### src/rtl/perf_pkg.sv
// perf_pkg: constants shared by the performance counter bank and its users.
//   CH_*      : channel index assignments (clock, retired instruction, cache hit)
//   DEF_*     : default bank geometry
//   MODE_*    : values for the SATURATE parameter
package perf_pkg;

  localparam int unsigned CH_CLK  = 0;
  localparam int unsigned CH_INST = 1;
  localparam int unsigned CH_HIT  = 2;

  localparam int unsigned DEF_NUM_CH = 3;
  localparam int unsigned DEF_WIDTH  = 8;

  localparam int unsigned MODE_WRAP = 0;
  localparam int unsigned MODE_SAT  = 1;

endpackage

### src/rtl/perf_counter_ch.sv
// perf_counter_ch: one event counter with a sticky overflow flag.
//   clk, rst (async, active-low)
//   en   : global run gate
//   clr  : synchronous clear of cnt and ovf (beats increment)
//   inc  : event strobe, one increment per cycle
//   cnt  : live count
//   ovf  : sticky overflow, set when an increment is attempted at all-ones
module perf_counter_ch
  import perf_pkg::*;
#(
  parameter int unsigned WIDTH    = DEF_WIDTH,
  parameter int unsigned SATURATE = MODE_WRAP
) (
  input  logic             clk,
  input  logic             rst,
  input  logic             en,
  input  logic             clr,
  input  logic             inc,
  output logic [WIDTH-1:0] cnt,
  output logic             ovf
);

  logic at_max;
  assign at_max = &cnt;

  always_ff @(posedge clk or negedge rst) begin
    if (!rst) begin
      cnt <= '0;
      ovf <= 1'b0;
    end else if (clr) begin
      cnt <= '0;
      ovf <= 1'b0;
    end else if (en && inc) begin
      if (at_max) begin
        ovf <= 1'b1;
        if (SATURATE != MODE_SAT) begin
          cnt <= '0;
        end
      end else begin
        cnt <= cnt + WIDTH'(1);
      end
    end
  end

endmodule

### src/rtl/perf_counter_bank.sv
// perf_counter_bank: NUM_CH independent event counters with atomic snapshot.
//   clk, rst (async, active-low)
//   en         : global run gate
//   clr        : synchronous clear of live counters and overflow flags
//   inc        : per-channel event strobes
//   snap       : copy live counters (pre-edge values) into shadow registers
//   rd_sel     : shadow channel to read
//   rd_data    : registered shadow[rd_sel], 0 when rd_sel is out of range
//   cnt_flat   : live counters, channel i at [i*WIDTH +: WIDTH]
//   ovf        : sticky overflow per channel
//   snap_valid : set by the first snapshot after reset
module perf_counter_bank
  import perf_pkg::*;
#(
  parameter int unsigned NUM_CH   = DEF_NUM_CH,
  parameter int unsigned WIDTH    = DEF_WIDTH,
  parameter int unsigned SATURATE = MODE_WRAP,
  parameter int unsigned SEL_W    = (NUM_CH > 1) ? $clog2(NUM_CH) : 1
) (
  input  logic                    clk,
  input  logic                    rst,
  input  logic                    en,
  input  logic                    clr,
  input  logic [NUM_CH-1:0]       inc,
  input  logic                    snap,
  input  logic [SEL_W-1:0]        rd_sel,
  output logic [WIDTH-1:0]        rd_data,
  output logic [NUM_CH*WIDTH-1:0] cnt_flat,
  output logic [NUM_CH-1:0]       ovf,
  output logic                    snap_valid
);

  logic [WIDTH-1:0] live   [NUM_CH];
  logic [WIDTH-1:0] shadow [NUM_CH];
  logic [WIDTH-1:0] rd_next;

  for (genvar i = 0; i < NUM_CH; i++) begin : g_ch
    perf_counter_ch #(
      .WIDTH    (WIDTH),
      .SATURATE (SATURATE)
    ) u_ch (
      .clk (clk),
      .rst (rst),
      .en  (en),
      .clr (clr),
      .inc (inc[i]),
      .cnt (live[i]),
      .ovf (ovf[i])
    );
    assign cnt_flat[i*WIDTH +: WIDTH] = live[i];
  end

  // Shadow captures the registered live values, i.e. before this edge's
  // increment or clear, so snap+clr acts as an atomic read-and-reset.
  always_ff @(posedge clk or negedge rst) begin
    if (!rst) begin
      for (int unsigned i = 0; i < NUM_CH; i++) begin
        shadow[i] <= '0;
      end
      snap_valid <= 1'b0;
    end else if (snap) begin
      for (int unsigned i = 0; i < NUM_CH; i++) begin
        shadow[i] <= live[i];
      end
      snap_valid <= 1'b1;
    end
  end

  // Out-of-range selects match no channel and read as zero.
  always_comb begin
    rd_next = '0;
    for (int unsigned i = 0; i < NUM_CH; i++) begin
      if (rd_sel == SEL_W'(i)) begin
        rd_next = shadow[i];
      end
    end
  end

  always_ff @(posedge clk or negedge rst) begin
    if (!rst) begin
      rd_data <= '0;
    end else begin
      rd_data <= rd_next;
    end
  end

endmodule

### config.mk
export PLATFORM = sky130hd
export DESIGN_NAME = perf_counter_bank
export DESIGN_NICKNAME = d
export VERILOG_FILES = /design/src/rtl/perf_pkg.sv /design/src/rtl/perf_counter_ch.sv /design/src/rtl/perf_counter_bank.sv
export SDC_FILE = /design/constraint.sdc
export NUM_CORES = 1
export LEC_CHECK = 0
export ABC_AREA = 1
export CORE_MARGIN = 5
export CORE_UTILIZATION = 47
export DETAILED_ROUTE_END_ITERATION = 10
export PLACE_DENSITY = 0.85
export SLEW_MARGIN = 20
export SYNTH_ARGS = -nofsm -noshare
export SYNTH_HDL_FRONTEND = slang
export SYNTH_SLANG_ARGS = --single-unit
### constraint.sdc
create_clock -name clk -period 1.4 [get_ports clk]
set_clock_uncertainty 0.15 [all_clocks]
set_input_delay 0.42 -clock clk [delete_from_list [all_inputs] [get_ports clk]]
set_output_delay 0.42 -clock clk [all_outputs]
set_load 0.02 [all_outputs]
# [Word level (Yosys, flattened, before mapping)]
# Cells that the tools add are included.
[totals] reg_bits=60 wordCells=53
[classes] n_addsub=3 n_reduce_logical=16 muxes=21 n_eq_ne=2
[ops] operator="$mux W8" count=12
[ops] operator="$add A8 B1 Y8 const B" count=3
[ops] operator="$reduce_and A8 Y1" count=3
[ops] operator="$reduce_bool A2 Y1" count=6
[ops] operator="$mux W1" count=9
[ops] operator="$reduce_and A2 Y1" count=3
[ops] operator="$logic_and A1 B1 Y1" count=3
[ops] operator="$eq A2 B1 Y1 const B" count=1
[ops] operator="$eq A2 B2 Y1 const B" count=1
[ops] operator="$logic_not A2 Y1" count=1

# [Depth between registers and ports, before layout]
# Gate-level depths: netlist (run 1).
[depth] depth_word=4 ltp_mapped=9 mapped_depth_nobuf=9

# [By module]
# From an unflattened synthesis (run 1), not the netlist that was laid out.
[unflattened] cells_unflattened=362 area_unflattened_um2=3000.4
[modules_own_cells] module="perf_counter_ch" area_per_inst_um2=530.5 instances=3 cells_each=71 seq_area_each_um2=225.2
[modules_own_cells] module="perf_counter_bank" area_per_inst_um2=1408.9 instances=1 cells_each=149 seq_area_each_um2=825.8

# [Worst setup path before layout (run 1)]
# OpenSTA, ideal clock, no wires.
[synth_path] path_kind="register to register" start="reg g_ch[2].u_ch.cnt[1]" end="reg g_ch[2].u_ch.cnt[7]" n_path_buf=0 required_time_ns=1.137 setup_time_ns=0.113 path_stages_with_launch=9 setup_slack_ns=-0.084 arrival_time_ns=1.221 cell_sequence="dfrtp_1 -> ha_1 -> nand2_1 -> nor2_1 -> nand2_1 -> nand3_1 -> nand3_1 -> nand2_1 -> inv_1"
[synth_via] elab_chain_len=4
[synth_lines] element="start, declared" line="perf_counter_ch.sv:19" source="output logic [WIDTH-1:0] cnt,"
[synth_lines] element="start signal, assigned" line="perf_counter_ch.sv:40" source="cnt <= cnt + WIDTH'(1);"
[synth_lines] element="$add A8 B1 Y8 or $reduce_and A8 Y1 (tied branches)" line="perf_counter_ch.sv:40, perf_counter_ch.sv:24"
[synth_lines] element="$mux W8 *" line="perf_counter_ch.sv:34" source="if (at_max) begin"
[synth_lines] element="$mux W8 *" line="perf_counter_ch.sv:33" source="end else if (en && inc) begin"
[synth_lines] element="$mux W8 *" line="perf_counter_ch.sv:30" source="end else if (clr) begin"
# Mark *: on every way between the ends. The rest lies on a longest branch, timed or not. The select of a mux whose other input is x is not followed.
# A chain may end at the register's enable or synchronous reset.

# [Worst setup path in the final report (run 1)]
[layout_path] start="reg g_ch[1].u_ch.cnt[1]" end="reg g_ch[1].u_ch.cnt[3]"
[layout_via] elab_chain_len=4
[layout_lines] element="start, declared" line="perf_counter_ch.sv:19"
[layout_lines] element="start signal, assigned" line="perf_counter_ch.sv:40"
[layout_lines] element="$add A8 B1 Y8 or $reduce_and A8 Y1 (tied branches)" line="perf_counter_ch.sv:40, perf_counter_ch.sv:24"
[layout_lines] element="$mux W8 *" line="perf_counter_ch.sv:34"
[layout_lines] element="$mux W8 *" line="perf_counter_ch.sv:33"
[layout_lines] element="$mux W8 *" line="perf_counter_ch.sv:30"
# Marked as above.

==> results of run 1 <==
[state kept, by name, summed over array words and instances, names as in the netlist]
name,flops
snap_valid,1
g_ch.u_ch.cnt,24
rd_data,8
shadow,24
g_ch.u_ch.ovf,3
[through the flow]
stage | hold slack (ns) | power [mW] | setup WS [ns] | area (um2)
2_1_floorplan | -0.0256 | 2.12 | -0.0125 | 2740
3_3_place_gp | 0.298 | 2.36 | -0.430 | 3510
3_5_place_dp | 0.298 | 2.38 | -0.497 | 3510
4_1_cts | 0.336 | 3.90 | -0.0999 | 3930
5_1_grt | 0.363 | 4.14 | -0.228 | 4140
6_report | 0.335 | 4.00 | -0.179 | 4140
[path summary, 6_finish.rpt]
kind                       depth (start not counted)  slack [ns]                         endpoint                             from
setup / recovery                                   9       -0.18  g_ch[1].u_ch.cnt[3]$_DFFE_PN0P_  g_ch[1].u_ch.cnt[1]$_DFFE_PN0P_
hold / removal                                     1        0.34           snap_valid$_DFFE_PN0P_           snap_valid$_DFFE_PN0P_
setup reg to reg                                   9       -0.18  g_ch[1].u_ch.cnt[3]$_DFFE_PN0P_  g_ch[1].u_ch.cnt[1]$_DFFE_PN0P_
hold reg to reg                                    1        0.34           snap_valid$_DFFE_PN0P_           snap_valid$_DFFE_PN0P_
max in group asynchronous                          3        0.37  g_ch[2].u_ch.cnt[0]$_DFFE_PN0P_                              rst
min in group asynchronous                          3        0.46  g_ch[1].u_ch.cnt[5]$_DFFE_PN0P_                              rst
[final cells by class]
type	instances	area, um2	area share [%]
clock buffers	12	165	3.99
flip-flops and latches	60	1510	36.5
clock inverters	4	22.5	0.544
repair buffers	99	943	22.8
well taps	72	90.1	2.18
inverters	36	138	3.33
multi-input cells	219	1270	30.7
[worst max-delay path, stage by stage (launching register included)]
cell     delay, ns
dfrtp_2       0.41
buf_6         0.12
ha_4          0.16
nand2_4       0.08
nor2_4        0.04
nand2_2       0.08
nand2_2       0.07
nand2_4       0.09
o21ai_1       0.11
nor2_1        0.17
[power by group]
part	leakage, nW	total [mW]	internal, mW	switching [mW]
Clock	0.0982	1.49	0.777	0.714
Sequential	0.814	1.87	1.81	0.0616
Combinational	1.18	0.632	0.267	0.365
[synth_stat cells (2+ instances only)]
| cell | instances |
|---|---|
| buf_2 | 3 |
| dfrtp_1 | 60 |
| nand2_1 | 101 |
| nand3b_1 | 3 |
| buf_6 | 2 |
| nand3_1 | 20 |
| inv_2 | 2 |
| nor2_1 | 22 |
| buf_4 | 3 |
| nand2_2 | 5 |
| nand4_1 | 3 |
| o21ai_0 | 25 |
| inv_1 | 34 |
| nor2_2 | 3 |
| o21a_1 | 2 |
| nor3_1 | 3 |
| o21ai_1 | 4 |
| a21oi_1 | 17 |
| ha_1 | 3 |
[layout by cell type (no fill, tap or decap), types with 9 or more instances in the layout]
cell type / instances
dfrtp_1: 54
o21ai_0: 21
nand2_1: 90
nand2_2: 9
clkbuf_8: 12
buf_4: 45
buf_6: 42
nand3_1: 16
inv_1: 34
a21oi_2: 9
nor2_1: 13
[repair_timing]
action,4_1_cts,5_1_grt
hold buffers,1,0
buffers inserted,7,11
pin swaps,16,20
hold endpoints to repair,60,0
setup endpoints to repair,60,69
gates resized for setup,249,39
cloned,0,0
[cell families (layout without fill, tap and decap cells)]
family                   Yosys count  in the layout
AND/OR/NAND/NOR                  165            165
adder cells (fa/ha/maj)            3              3
AO/OA/AOI/OAI                     51             51
flip-flops                        60             60
buffers and inverters             46            151
[routing by layer]
layer	vias up	track usage, %
met1	1297	28.2
met4	0	12.1
met3	56	4.03
li1	1231	-
met5	-	0
met2	182	38.4
==> results by stage, run 1 <==
Clocking:
- TritonCTS created 9 clock buffers.
- CTS saw 60 sinks.
- The maximum level of the CTS H-tree is 3.
- TritonCTS built the clock tree.
- The clock transition at the register clock pins on the worst setup and hold paths after CTS is 0.07 ns.
- No sink is reached through more buffers than the 2 on the longest clock path.
- The clock root buffer is clkbuf_8.
- For the worst-skew pair, the clock arrives at the later sink with an insertion delay of 0.35 ns.

Timing:
- The final worst-path cycle share is 113%.
- The final critical-path required period is 1.58 ns.
- The final max-slew violation count is 0.
- The worst max-slew margin expressed relative to the limit is about four fifths.
- The number of hold-slack violations in the final timing report is 0.
- The post-route setup TNS is -3.02 ns.
- Setup violations remaining at the end of the flow were counted as 57.
- The setup slack of the critical path after layout is -0.179 ns.
- For this run, the top clock speed supported by timing is 633 MHz.
- Setup repair after global routing could not meet its margin everywhere.
- At the pin with the least slew margin, the transition time is 0.315 ns.

Run status:
- The flow ran to the end, but the final reports show violations.
- The final reports fail on negative setup slack.

Logic synthesis:
- Counting every net in the synthesized netlist gives 338.
- The simple-gate portion of the synthesized area is 26.3%.
- Summing the areas of all compound-gate instances in the mapped netlist gives 9.78% of the synthesized area.
- In the post-synthesis netlist, the biggest area contributors are dfrtp_1, nand2_1, inv_1.
- Yosys mapped a number of flops with a built-in enable equal to 0.
- Counting distinct cell types in the post-synthesis netlist gives 29.
- After synthesis, the share of cell area in mux cells is 0%.
- The synthesized design devotes to its leading area cell type a little under three fifths of total area.
- For this run, the register share of the synthesized area comes to 55.1%.
- The fraction of registers with async set or reset after synthesis is 100%.
- The xor/xnor share of the synthesized area is 0%.
- During synthesis, Yosys emitted a total of 0 warnings.
- The adder and majority cell fraction of the synthesized area is 1.38%.
- The dominant register cell in the synthesized netlist is dfrtp_1.
- After synthesis, the largest family of logic cells by area is simple AND/OR/NAND/NOR gates.
- Each instance of the synthesized netlist takes up on average 8.39 um2.
- The cell area after technology mapping is 0.00273 mm2.
- The largest area contributor in the netlist is dfrtp_1.
- The number of flip-flops and latches in the synthesized netlist is 60.
- In the synthesized netlist, the number of instances is 325.

Power:
- The maximum ir drop on the vdd rail is roughly 0.75 mV.
- Dividing total power by cell area gives a power density of 966 mW/mm2.
- For this design the static power due to leakage is 2.09 nW.

Global routing:
- Global routing consumed, over all layers together, a little under a quarter of the routing resources.
- The number of antenna violations at the first check in global routing is 0.
- The residual overflow from global routing is 0.
- The via count of the first global-routing pass is 2659.
- The maximum number of pins on one net before global-route repair is between 60 and 70.
- The global-route wire length before repair is 13.0 mm.

Route:
- The residual DRC count is 0.
- Detailed routing inserted a total of 2766 vias.
- The first detailed-routing pass ran for 5 iterations.
- The topmost layer with routed signal wires is met4.
- The detailed-routing wirelength on met1 is roughly 3.3 mm.
- For this block, the routed nets add up to 8.80 mm of wire.
- In the detailed route, the total length drawn on met2 is 4.26 mm.
- After detailed routing, the met3 layer carries 664 um of wire.
- The mean number of vias per cell is 5.51.
- The detailed router finished its first iteration with 404 violations.
- The number of nets with antenna violations after routing is 0.
- Dividing the detail-routed wire length by the instance count gives 17.5 um.

Job:
- The number of violations of the max-capacitance limit is 0.

Setup path:
- The data arrival at the endpoint of the critical path is 1.69 ns.
- The data required time at the worst endpoint is 1.52 ns.
- The category of the worst setup path launch point is a flip-flop.
- The type of destination of the critical path is a flip-flop.
- The category of the most critical setup path is flip-flop to flip-flop.
- Along the worst path, the maximum fanout reaches 4.

Cells and area:
- The area added between synthesis and finish is 51.8%.
- The final net count is 438.
- The number of antenna diodes in the final layout is 0.
- The layout has 362 filler cells.
- Of the cells placed in the final design, the portion with a size suffix greater than 1 is 39.3%.
- The end-of-flow core utilization is around 74%.
- Leaving out filler cells and counting taps, the final layout contains roughly 500.

Place:
- After detailed placement, the design holds a cell count of roughly 470.
- Once detailed placement completed, the half-perimeter wirelength came to 4.79 mm.
- Buffers placed on the I/O ports in this run total 45.
- The final weighted congestion in routability-driven placement is a little under 0.9.

Die:
- 46 I/O pins were placed.
- The site row count is 27.
- The die span in x is 86.2 um.
- For this configuration, the core starts out at a cell density of 48.9%.
- The die height is 86.2 um.
- The core area is 0.00557 mm2.
- The die covers 0.00742 mm2.

Min path:
- The type of the tightest min-delay check is flip-flop to flip-flop.
Note: power is estimated with default switching activity, not from simulation.
==> run 2, diff against run 1 <==
--- a/config.mk
+++ b/config.mk
@@ -10,6 +10,7 @@
 export CORE_UTILIZATION = 47
 export DETAILED_ROUTE_END_ITERATION = 10
 export PLACE_DENSITY = 0.85
+export SETUP_SLACK_MARGIN = 0.02
 export SLEW_MARGIN = 20
 export SYNTH_ARGS = -nofsm -noshare
 export SYNTH_HDL_FRONTEND = slang
==> results by stage, run 2 (synthesis gave the netlist of run 1 again) <==
Timing:
- The post-route setup TNS was -1.87 ns (+1.16 ns).
- The transition time at the pin with the least slew margin is 0.325 ns (+0.00953 ns).
- The number of endpoints failing setup at the final stage came to 52 (-8.8%).
- The number of hold-slack violations in the final timing report is 0 (unchanged).
- The setup slack of the critical path after layout is -0.0798 ns (+0.0992 ns).
- The worst max-slew margin expressed relative to the limit is 78.3% (-0.64 points).
- The final worst-path cycle share was 106% (-7.1 points).
- The maximum clock frequency was 676 MHz (+6.7%).
- The final critical-path required period is 1.48 ns (-0.0992 ns).
- The tightest hold margin is 0.333 ns (-0.00209 ns).
- The final max-slew violation count was 0 (unchanged).
- Setup repair after global routing could not meet its margin everywhere.

Route:
- The first-iteration detailed-routing DRC count is 192 (-52%).
- The detailed-route wire length is 7.96 mm (-9.6%).
- The number of nets with antenna violations after routing is 0 (unchanged).
- The mean number of vias per cell is 5.21 (-5.5%).
- The total via count in the routed design was 2614 (-5.5%).
- The detailed-router iteration count before antenna repair is 5 (unchanged).
- The residual DRC count was 0 (unchanged).
- The average wire per standard cell came to 15.9 um (-9.6%).

Global routing:
- The residual overflow from global routing is 0 (unchanged).
- The maximum number of pins on one net before global-route repair is 61 (unchanged).
- The number of antenna violations at the first check in global routing is 0 (unchanged).
- The global-route wire length before repair is 12.5 mm (-4.3%).
- The global router's overall resource usage is 21.6% (-1.3 points).
- The via count of the first global-routing pass is 2600 (-2.2%).

Clocking:
- The clock buffer count from CTS is 9 (unchanged).
- Clock tree synthesis selected as its root buffer the cell clkbuf_8.
- The number of clock sinks is 60 (unchanged).
- The number of buffers on the longest clock path is 2 (unchanged).
- The maximum level of the CTS H-tree is 3 (unchanged).
- TritonCTS built the clock tree.
- The clock transition at the register clock pins on the worst setup and hold paths after CTS was 0.07 ns (about the same).
- The insertion delay to the later sink of the worst-skew pair came to 0.34 ns (about the same).

Die:
- The area of the die is 0.00742 mm2 (unchanged).
- The initial cell density of the core is 48.9% (unchanged).
- The die height is 86.2 um (unchanged).
- The die span in x was 86.2 um (unchanged).
- The count of pins on the block boundary is 46 (unchanged).
- The core area is 0.00557 mm2 (unchanged).
- The site row count was 27 (unchanged).

Setup path:
- The slowest cell on the critical path is dfrtp_2.
- The worst setup path is of the flip-flop to flip-flop kind.
- The terminus of the critical flop-to-flop path is g_ch[1].u_ch.ovf$_DFFE_PN0P_.
- The cell depth of the worst flop-to-flop path is 10 (+1).
- The highest cell delay on the worst timing path is 0.42 ns (about the same).
- The critical path goes through buf_6 > ha_4 > nand2_4 > nor2_4 > nand2_2 > nand2_2 > nand2_4 > inv_2 > nor2_1 > nor2_1.
- The cell type group with the largest total delay on the critical path is simple AND/OR/NAND/NOR gates.
- The data arrival at the endpoint of the critical path is 1.57 ns (-0.12 ns).
- The launch point of the worst reg-to-reg path is g_ch[1].u_ch.cnt[0]$_DFFE_PN0P_.
- The internal reg-to-reg setup slack came to -0.08 ns (+0.10 ns).
- The buffers plus inverters on the worst setup path is 2 (+1).
- The data required time at the worst endpoint is 1.49 ns (-0.03 ns).
- The worst setup path is captured at a flip-flop.
- The worst setup path is launched from a flip-flop.
- The highest net fanout along the worst path came to 4 (unchanged).

Power:
- The cell internal power dissipation came to 3.26 mW (+14%).
- The switching share of total power is 25.3% (-3.3 points).
- The total power after layout is 4.36 mW (+9.0%).
- The maximum ir drop on the vdd rail came to 0.767 mV (+1.8%).
- The relative contribution of combinational cells to total power is 15.2% (-0.6 points).
- The part of the total power dissipated in the clock network is 42.0% (+4.7 points).
- The switching power of the nets is 1.10 mW (-3.4%).
- The total leakage power came to 2.12 nW (+1.2%).
- The part of the total power dissipated in sequential elements was 42.8% (-4.1 points).
- The power density normalized to cell area is 1030 mW/mm2 (+6.9%).

Min path:
- The type of the tightest min-delay check is flip-flop to flip-flop.
- The worst-case hold path end point is shadow[2]$_DFFE_PN0P_.
- The worst hold path begins at shadow[2]$_DFFE_PN0P_.
- The worst hold path cell count is 2 (+1).

Cells and area:
- The share of layout cells above drive strength 1 is 40.9% (+1.6 points).
- The library cell used most frequently in the layout, excluding fill and tap cells, is nand2_1.
- The number of inserted diodes came to 0 (unchanged).
- The largest registers in the layout are g_ch.u_ch.cnt (24), shadow (24), rd_data (8).
- The area of all placed cells without fillers is 0.00422 mm2 (+2.0%).
- The number of standard cells in the layout, taps in and fillers out is 502 (unchanged).
- From synthesis to final layout, the design area changed by 54.8%.
- The final net count is 438 (unchanged).
- The library cells used most frequently in the layout, excluding fill and tap cells, are nand2_1, dfrtp_1, buf_4, buf_6, inv_1.
- The end-of-flow core utilization is 75.7% (+1.5 points).

Run status:
- The run finished, with violations left.
- The final reports fail on negative setup slack.

Place:
- The area after detailed placement is 0.00355 mm2 (+1.1%).
- The worst setup timing slack at the placement stage came to -0.492 ns (+0.00514 ns).
- The final weighted congestion in routability-driven placement is 0.906 (+1.7%).
- The count of buffers inserted at the top-level ports is 45 (unchanged).
- The detailed-placement wirelength estimate is 4.69 mm (-2.2%).
- The number of cells after detailed placement is 474 (+1.1%).

Job:
- The number of violations of the max-capacitance limit is 0 (unchanged).
## run 2: how the worst max path moves through the flow
| stage | startpoint | to | slack [ns] | cells after the start |
|---|---|---|---|---|
| floorplan | g_ch[2].u_ch.cnt[0]$_DFFE_PN0P_ | g_ch[2].u_ch.cnt[7]$_DFFE_PN0P_ | -0.01 | 8 |
| global placement | en | g_ch[1].u_ch.cnt[7]$_DFFE_PN0P_ | -0.40 | 8 |
| detailed placement | en | g_ch[2].u_ch.cnt[7]$_DFFE_PN0P_ | -0.49 | 7 |
| CTS | g_ch[1].u_ch.cnt[0]$_DFFE_PN0P_ | cnt_flat[8] | -0.07 | 1 |
| global route | g_ch[1].u_ch.cnt[1]$_DFFE_PN0P_ | g_ch[1].u_ch.cnt[4]$_DFFE_PN0P_ | -0.16 | 7 |
| finish | g_ch[1].u_ch.cnt[0]$_DFFE_PN0P_ | g_ch[1].u_ch.ovf$_DFFE_PN0P_ | -0.08 | 10 |
## run 2: area by class of cell
class	instances	area [um2]
Timing Repair Buffer	99	946
Multi-Input combinational cell	219	1300
Fill cell	356	1350
Inverter	36	138
Clock inverter	4	70.1
Clock buffer	12	165
Tap cell	72	90.1
Sequential cell	60	1510
## run 2: what timing repair did
action / 4_1_cts / 5_1_grt
hold endpoints to repair: 60 / 0
resized for setup: 265 / 36
pin swaps: 17 / 27
setup buffers: 7 / 4
endpoints found under the setup margin: 68 / 61
hold buffers: 1 / 0
cloned: 0 / 0
## run 2: power groups by stage
stage,Sequential (mW),Combinational (mW),Clock [mW]
after floorplan,1.94,0.184,0
after global placement,1.88,0.517,0
after detailed placement,1.88,0.536,0
after CTS,1.86,0.609,1.83
after global routing,1.88,0.718,1.93
final,1.87,0.663,1.83
## run 2: tightest hold or removal path, stage by stage, from the launching register on
cell,delay (ns)
dfrtp_1,0.35
nand2_1,0.06
nand2_1,0.05
## run 2: layer usage
layer	vias up	global-route usage [%]	wire, um
met5	-	0	0
met2	98	35.5	3990
met3	32	3.65	403
met1	1249	27.4	3200
met4	0	11.4	358
li1	1235	-	-
==> run 3, diff against run 2 <==
--- a/config.mk
+++ b/config.mk
@@ -9,7 +9,9 @@
 export CORE_MARGIN = 5
 export CORE_UTILIZATION = 47
 export DETAILED_ROUTE_END_ITERATION = 10
+export MAX_ROUTING_LAYER = met4
 export PLACE_DENSITY = 0.85
+export RECOVER_POWER = 50
 export SETUP_SLACK_MARGIN = 0.02
 export SLEW_MARGIN = 20
 export SYNTH_ARGS = -nofsm -noshare
==> results by stage, run 3 (synthesis gave the netlist of run 1 again) <==
Setup path:
- The buffers plus inverters on the worst setup path is 3 (+1).
- The highest net fanout along the worst path is 4 (unchanged).
- The slowest cell on the critical path is dfrtp_1.
- The highest cell delay on the worst timing path was 0.41 ns (about the same).
- The cell type group with the largest total delay on the critical path is simple AND/OR/NAND/NOR gates.
- The type of destination of the critical path is a flip-flop.
- Traced cell by cell, the critical path runs through buf_4 > buf_4 > nand2_2 > nor2_4 > nand2_2 > nand2_2 > nand2_4 > inv_2 > nor3_1.
- The data required time at the worst endpoint was 1.51 ns (+0.02 ns).
- The category of the most critical setup path is flip-flop to flip-flop.
- STA classifies the critical path startpoint as a flip-flop.
- The data arrival at the endpoint of the critical path is 1.61 ns (+0.04 ns).
- The cell that appears most often on the critical path is nand2_2.

Die:
- The count of pins on the block boundary is 46 (unchanged).
- The die height came to 86.2 um (unchanged).
- The site row count is 27 (unchanged).
- The die span in x was 86.2 um (unchanged).
- The area of the die is 0.00742 mm2 (unchanged).
- The initial cell density of the core is 48.9% (unchanged).
- The core area is 0.00557 mm2 (unchanged).

Cells and area:
- The area taken by multi-input logic gates is 0.00135 mm2 (+3.2%).
- The area of all placed cells without fillers was 0.00425 mm2 (+0.68%).
- The final net count came to 442 (+0.91%).
- Compared with the post-synthesis result, the final layout area differs by 55.9%.
- The count of fill cells added during filler insertion is 358 (+0.56%).
- The share of layout cells above drive strength 1 is 42.7% (+1.8 points).
- The number of inserted diodes is 0 (unchanged).
- The most frequent standard cell in the layout excluding fill and tap cells is nand2_1.
- In the final layout, the registers with the most flip-flops are g_ch.u_ch.cnt (24), shadow (24), rd_data (8).
- The number of standard cells in the layout, taps in and fillers out is 505 (+0.60%).
- The top cell types in the final layout, fill and taps aside, are nand2_1, dfrtp_1, buf_6, buf_4, inv_1.
- The area occupied by registers was 0.00151 mm2 (unchanged).

Route:
- The residual DRC count was 0 (unchanged).
- The detailed-router iteration count before antenna repair is 6 (+1).
- The first-iteration detailed-routing DRC count is 172 (-10%).
- The total via count in the routed design came to 2672 (+2.2%).
- The average wire per standard cell is 15.7 um (-0.84%).
- The detailed-route wire length is 7.94 mm (-0.25%).
- The mean number of vias per cell was 5.29 (+1.6%).
- The number of nets with antenna violations after routing is 0 (unchanged).

Timing:
- The final max-slew violation count is 0 (unchanged).
- Setup repair after global routing could not meet its margin everywhere.
- The post-route setup TNS is -1.95 ns (-0.0853 ns).
- The number of hold-slack violations in the final timing report is 0 (unchanged).
- The final critical-path required period is 1.51 ns (+0.0266 ns).
- The number of endpoints failing setup at the final stage is 48 (-7.7%).
- The maximum clock frequency is 664 MHz (-1.8%).
- The transition time at the pin with the least slew margin was 0.540 ns (+0.215 ns).
- The setup slack of the critical path after layout is -0.106 ns (-0.0266 ns).
- The worst max-slew margin expressed relative to the limit is 64.0% (-14 points).
- The final worst-path cycle share is 108% (+1.9 points).

Global routing:
- The number of antenna violations at the first check in global routing is 0 (unchanged).
- The global-route wire length before repair came to 12.6 mm (+1.5%).
- The via count of the first global-routing pass is 2704 (+4.0%).
- The residual overflow from global routing is 0 (unchanged).
- The maximum number of pins on one net before global-route repair is 61 (unchanged).
- The global router's overall resource usage is 22.6% (+0.93 points).

Run status:
- The checks that failed: negative setup slack.
- The flow ran to the end, but the final reports show violations.

Clocking:
- The tree is rooted in a clkbuf_8.
- The insertion delay to the later sink of the worst-skew pair is 0.34 ns (about the same).
- The number of buffers on the longest clock path is 2 (unchanged).
- The number of clock sinks is 60 (unchanged).
- The clock buffer count from CTS came to 9 (unchanged).
- The maximum level of the CTS H-tree is 3 (unchanged).
- The clock transition at the register clock pins on the worst setup and hold paths after CTS is 0.07 ns (about the same).
- TritonCTS built the clock tree.

Power:
- The cell internal power dissipation is 2.95 mW (-9.3%).
- The switching share of total power came to 27.1% (+1.8 points).
- The power density normalized to cell area came to 952 mW/mm2 (-7.7%).
- The part of the total power dissipated in the clock network is 36.8% (-5.2 points).
- The maximum ir drop on the vdd rail is 0.576 mV (-25%).
- The relative contribution of combinational cells to total power came to 17.1% (+1.9 points).
- The total leakage power is 2.17 nW (+2.4%).
- The part of the total power dissipated in sequential elements is 46.1% (+3.3 points).
- The switching power of the nets is 1.10 mW (-0.57%).
- The total power after layout is 4.05 mW (-7.1%).

Place:
- The final weighted congestion in routability-driven placement was 0.890 (-1.7%).
- The worst setup timing slack at the placement stage is -0.524 ns (-0.0328 ns).
- The area after detailed placement is 0.00354 mm2 (-0.21%).
- The number of cells after detailed placement came to 473 (-0.21%).
- The detailed-placement wirelength estimate is 4.73 mm (+0.94%).
- The count of buffers inserted at the top-level ports is 45 (unchanged).

Min path:
- The type of the tightest min-delay check is flip-flop to flip-flop.

Job:
- The number of violations of the max-capacitance limit came to 0 (unchanged).
==> run 3: final cells by class <==
type | instances | area share, %
clock buffer | 14 | 4.30
clock inverter | 1 | 0.118
timing repair buffer | 103 | 23.1
inverter | 36 | 3.24
multi-input combinational | 219 | 31.6
tap | 72 | 2.12
sequential | 60 | 35.5
==> run 3: power by group through the flow <==
stage | logic [mW] | clock network, mW | registers, mW
3_5_place_dp | 0.531 | 0 | 1.88
3_3_place_gp | 0.514 | 0 | 1.88
4_1_cts | 0.615 | 1.48 | 1.86
5_1_grt | 0.748 | 1.56 | 1.88
6_report | 0.692 | 1.49 | 1.87
2_1_floorplan | 0.184 | 0 | 1.94
==> run 3: final timing paths <==
kind	start	cells after the start	slack, ns	end
worst max-delay path	g_ch[1].u_ch.cnt[3]$_DFFE_PN0P_	9	-0.11	g_ch[1].u_ch.cnt[2]$_DFFE_PN0P_
worst min-delay path	shadow[7]$_DFFE_PN0P_	2	0.33	shadow[7]$_DFFE_PN0P_
worst max register to register	g_ch[1].u_ch.cnt[3]$_DFFE_PN0P_	9	-0.11	g_ch[1].u_ch.cnt[2]$_DFFE_PN0P_
worst min register to register	shadow[7]$_DFFE_PN0P_	2	0.33	shadow[7]$_DFFE_PN0P_
max in group asynchronous	rst	3	0.15	g_ch[2].u_ch.cnt[0]$_DFFE_PN0P_
min in group asynchronous	rst	3	0.52	g_ch[0].u_ch.cnt[5]$_DFFE_PN0P_
==> run 3: what timing repair did <==
action                     4_1_cts  5_1_grt
hold endpoints to repair        60        0
setup endpoints to repair       70       66
pin swaps                       18       27
hold buffers                     1        0
buffers inserted                11        7
resized for setup              257       58
==> run 3: per-stage QoR <==
step	util, %	hold slack, ns
2_1_floorplan	-	-0.0256
6_report	76.3	0.326
4_1_cts	72.1	0.324
3_5_place_dp	63.5	0.300
3_3_place_gp	63.5	0.295
5_1_grt	76.3	0.362
==> run 3: metal layers <==
metal	part of all wire (%)	vias up	GRT usage, %
met5	0	-	-
met4	2.7	0	11.5
met3	5.5	18	4.03
met2	52	105	37.2
met1	40	1313	26.4
li1	-	1236	-
==> run 3: worst min-delay path, stage by stage, from the launching register on <==
cell,delay (ns)
dfrtp_1,0.35
nand2_1,0.05
nand2_1,0.05
